## src/rtl/j_fifo.sv

```systemverilog
// ---------------------------------------------------------------------------
// j_fifo : single-clock synchronous FIFO with registered read data.
//
// Ports
//   clock    in   1      rising-edge clock for all state
//   reset    in   1      synchronous reset, active-low (0 = reset)
//   wn       in   1      write enable, active-high
//   rn       in   1      read enable, active-high
//   DATAIN   in   WIDTH  write data, captured when a write is accepted
//   DATAOUT  out  WIDTH  registered read data, updated on an accepted read
//   full     out  1      FIFO holds DEPTH entries
//   empty    out  1      FIFO holds no entries
//
// Writes while full and reads while empty are ignored.
// An empty FIFO never bypasses write data to DATAOUT.
// ---------------------------------------------------------------------------
module j_fifo #(
    parameter int unsigned WIDTH = 8,
    parameter int unsigned DEPTH = 8,
    localparam int unsigned AW   = $clog2(DEPTH)
) (
    input  logic             clock,
    input  logic             reset,
    input  logic             wn,
    input  logic             rn,
    input  logic [WIDTH-1:0] DATAIN,
    output logic [WIDTH-1:0] DATAOUT,
    output logic             full,
    output logic             empty
);

    localparam logic [AW:0] CNT_FULL = DEPTH[AW:0];

    logic [WIDTH-1:0] mem_q [DEPTH];

    logic [AW-1:0]    wp_q,   wp_d;
    logic [AW-1:0]    rp_q,   rp_d;
    logic [AW:0]      cnt_q,  cnt_d;
    logic [WIDTH-1:0] dout_q, dout_d;

    logic do_wr;
    logic do_rd;

    assign empty   = (cnt_q == '0);
    assign full    = (cnt_q == CNT_FULL);
    assign DATAOUT = dout_q;

    // Acceptance is gated by the flags of the current occupancy, so a
    // simultaneous request on an empty FIFO only writes, and on a full
    // FIFO only reads.
    assign do_wr = wn & ~full;
    assign do_rd = rn & ~empty;

    always_comb begin
        wp_d   = wp_q;
        rp_d   = rp_q;
        cnt_d  = cnt_q;
        dout_d = dout_q;

        if (do_wr) begin
            wp_d = wp_q + 1'b1;
        end

        if (do_rd) begin
            rp_d   = rp_q + 1'b1;
            dout_d = mem_q[rp_q];
        end

        if (do_wr && !do_rd) begin
            cnt_d = cnt_q + 1'b1;
        end else if (do_rd && !do_wr) begin
            cnt_d = cnt_q - 1'b1;
        end
    end

    always_ff @(posedge clock) begin
        if (!reset) begin
            wp_q   <= '0;
            rp_q   <= '0;
            cnt_q  <= '0;
            dout_q <= '0;
        end else begin
            wp_q   <= wp_d;
            rp_q   <= rp_d;
            cnt_q  <= cnt_d;
            dout_q <= dout_d;
        end
    end

    // Storage is not reset; reset only returns the pointers, so stale
    // contents are unreachable until overwritten.
    always_ff @(posedge clock) begin
        if (reset && do_wr) begin
            mem_q[wp_q] <= DATAIN;
        end
    end

endmodule

```

## config.mk

```make
export PLATFORM = sky130hd
export DESIGN_NAME = j_fifo
export DESIGN_NICKNAME = d
export VERILOG_FILES = /design/src/rtl/j_fifo.sv
export SDC_FILE = /design/constraint.sdc
export NUM_CORES = 1
export LEC_CHECK = 0
export CAP_MARGIN = 20
export CORE_ASPECT_RATIO = 1.75
export CORE_UTILIZATION = 55
export DETAILED_ROUTE_END_ITERATION = 10
export PLACE_DENSITY = 0.86
export SKIP_CTS_REPAIR_TIMING = 1
export SLEW_MARGIN = 20
export SYNTH_ARGS = -nofsm -noshare
export SYNTH_HDL_FRONTEND = slang
export SYNTH_SLANG_ARGS = --single-unit
```

## constraint.sdc

```tcl
create_clock -name clock -period 3.1 [get_ports clock]
set_clock_uncertainty 0.15 [all_clocks]
set_input_delay 0.62 -clock clock [delete_from_list [all_inputs] [get_ports clock]]
set_output_delay 0.62 -clock clock [all_outputs]
set_load 0.05 [all_outputs]
```

==> impl_metrics.json <==
{
  "run_status": "completed",
  "place_ws_ns": 0.172,
  "finalCriticalPeriod_ns": 2.97,
  "via_count": 1773,
  "place.gp.congestion": 0.788,
  "ir_worst_vdd_uv": 786,
  "avgViaCountPerCell": 5.78,
  "yosys_warnings": 0,
  "wire_per_inst_microns": 19.0,
  "port-buffer-count": 21,
  "leakage_nw": 1.27,
  "grt_pass1_wl_microns": 9130,
  "fmax_mhz": 336,
  "synth_area_leader_cell": "edfxtp_1",
  "fp.dieH_microns": 104,
  "finalSetupViolCount": 0,
  "max_slew_margin_pct": 44.6,
  "max_stage_delay_ns": 0.79,
  "first_pass_iters": 4,
  "n_antenna_cell": 0,
  "path_class": "flip-flop to primary output",
  "cts_tree": "yes",
  "clock-sinks": 82,
  "worst_path_max_delay_cell": "clkdlybuf4s50_1",
  "area.growth.synth_to_final_pct": 16.4,
  "dieArea_sq_um": 6220,
  "r2r_slack_ns": 0.31,
  "yosysSeqAreaShare_pct": 70.4,
  "clock-root-buffer": "clkbuf_8",
  "clockPowerShare_pct": 23.2,
  "rsz0062_at_grt": "false",
  "cp.required_ns": 2.33,
  "dp_hpwl_microns": 3980,
  "power.switching_mw": 1.01,
  "maxCapViolations": 0,
  "syn_avg_cell_area_sq_um": 17.0,
  "path_delay_family": "buffers and inverters",
  "pwr-share-comb_pct": 32.4,
  "worst_slack_ns": 0.127,
  "syn_nets": 209,
  "cts_buffer_depth": 2,
  "critPathLaunchType": "flip-flop",
  "numCtsBuffers": 9,
  "ys_ff_latch": 82,
  "die_w_microns": 60.0,
  "synth_area_leaders": "edfxtp_1, dfxtp_1, mux4_2",
  "synth.distinct_cells": 32,
  "met1_length_microns": 2160,
  "powerDensity_nw_per_um2": 834,
  "max_slew.worst_pin.slew_ns": 0.829,
  "synth_top_area_share_pct": 59.3,
  "tns_ns": 0,
  "drc": 0,
  "path_max_fanout": 6,
  "grt_pass1_vias": 1874,
  "nets": 244,
  "rows": 36,
  "cts.clk_slew.worst_paths_ns": 0.07,
  "grt_max_degree": 19,
  "hold_violations": 0,
  "grt_usage_pct": 21.4,
  "syn_inst": 191,
  "drt-initial-drc-count": 68,
  "dr_wl_met3_microns": 228,
  "end_kind": "primary output",
  "synth.cell_area_sq_um": 3240,
  "drive_gt1_share_pct": 18.2,
  "io_pins": 22,
  "cp.buffers_inverters": 2,
  "p_seq_share_pct": 44.4,
  "period_share_pct": 95.9,
  "antenna_found_initial": 0,
  "postRouteWirelength_microns": 5840,
  "clkLatencyLatePin_ns": 0.35,
  "route.met2.wl_microns": 3230,
  "hold_class": "flip-flop to flip-flop",
  "grt-ovfl-total": 0,
  "critPathArrivalTime_ns": 2.20,
  "top_layer": "met4",
  "crit_chain": "or4b_4 > inv_1 > clkdlybuf4s50_1",
  "initial_utilization_pct": 57.6,
  "p_int_mw": 2.14,
  "core_area_sq_um": 5630,
  "p_sw_share_pct": 32.0,
  "finalMaxSlewViolations": 0,
  "htreeDepth": 3,
  "ant_nets": 0
}
[cell families after synthesis]
kind of cell	count (synthesis)	synth area share, %
AOI/OAI and AO/OA	22	4.09
xor gates and xnor gates	6	1.62
adders and majority gates	6	2.55
buffers and inverters	13	2.12
DFF	82	70.4
muxes	19	12.3
and+or+nand+nor	43	6.95
[power by group through the flow]
stage	Combinational [mW]	Sequential, mW	Clock, mW
3_3_place_gp	1.00	1.41	0
2_1_floorplan	0.673	1.51	0
5_1_grt	1.10	1.41	0.781
4_1_cts	1.04	1.40	0.741
3_5_place_dp	1.03	1.42	0
6_report	1.02	1.40	0.732
[synth_stat cells]
library cell  instances
nor2_1               11
a21oi_1               1
nor4_1                3
buf_2                 3
dfxtp_1              18
o41a_1                1
fa_1                  1
clkbuf_2              1
mux4_2               14
mux2i_1               3
buf_6                 2
or3b_2                1
mux4_1                2
or4b_4                1
and2_1                6
xor2_1                1
nor2b_1               2
nand2_1               9
a211oi_1              1
ha_1                  5
inv_1                 4
edfxtp_1             64
xnor2_1               5
o22ai_1               8
nand3_1               3
clkbuf_1              3
nand2_4               1
nor3_1                4
nand2b_1              2
a31oi_1               1
o21ai_0               9
a21boi_0              1
[layer usage]
layer | track usage, % | vias to the layer above
li1 | - | 812
met1 | 23.0 | 896
met2 | 35.3 | 46
met3 | 4.99 | 19
met4 | 15.0 | 0
met5 | 0 | -
[flip-flops by register name, indices dropped and copies added (netlist names)]
register,cells
rp_q,3
DATAOUT,8
mem_q,64
cnt_q,4
wp_q,3
[metrics by stage]
stage               area [sq um]  utilization, %  hold WS (ns)  cells  total power [mW]
finish                      3770            67.0         0.363    307              3.15
global route                3770            67.0         0.394    307              3.30
CTS                         3770            67.0         0.365    307              3.17
detailed placement          3580            63.6         0.347    291              2.45
global placement            3580            63.6         0.341    291              2.41
floorplan                   3240               -         0.317    191              2.18
[cells in the final DEF, fill, tap and decap left out, types with 4 or more instances in the layout]
master | synthesis | final
inv_1 | 4 | 4
and2_1 | 6 | 6
nor3_1 | 4 | 4
clkdlybuf4s50_1 | 0 | 21
buf_4 | 0 | 12
o21ai_0 | 9 | 9
nor2_1 | 11 | 11
edfxtp_1 | 64 | 64
dfxtp_1 | 18 | 18
nand2_1 | 9 | 9
xnor2_1 | 5 | 5
clkbuf_8 | 0 | 10
o22ai_1 | 8 | 8
mux4_2 | 14 | 14
ha_1 | 5 | 5
[worst min-delay path, stage by stage, from the launching register on]
cell and delay [ns]:
dfxtp_1 0.35, nand2_1 0.07, mux2i_1 0.06
[area by class of cell]
| type | instances | area [sq um] |
|---|---|---|
| sequential | 82 | 2280 |
| timing repair buffer | 33 | 300 |
| fill | 384 | 1860 |
| inverter | 4 | 15.0 |
| clock inverter | 3 | 40.0 |
| tap | 76 | 95.1 |
| clock buffer | 13 | 149 |
| multi-input combinational | 96 | 891 |
[worst paths after layout]
path	depth (start not counted)	end	startpoint
setup / recovery	3	full	cnt_q[0]$_SDFFE_PN0P_
setup reg to reg	10	cnt_q[3]$_SDFFE_PN0P_	cnt_q[0]$_SDFFE_PN0P_
hold reg to reg	2	cnt_q[3]$_SDFFE_PN0P_	cnt_q[3]$_SDFFE_PN0P_
hold / removal	2	cnt_q[3]$_SDFFE_PN0P_	cnt_q[3]$_SDFFE_PN0P_
(Power assumes the default switching activity.)
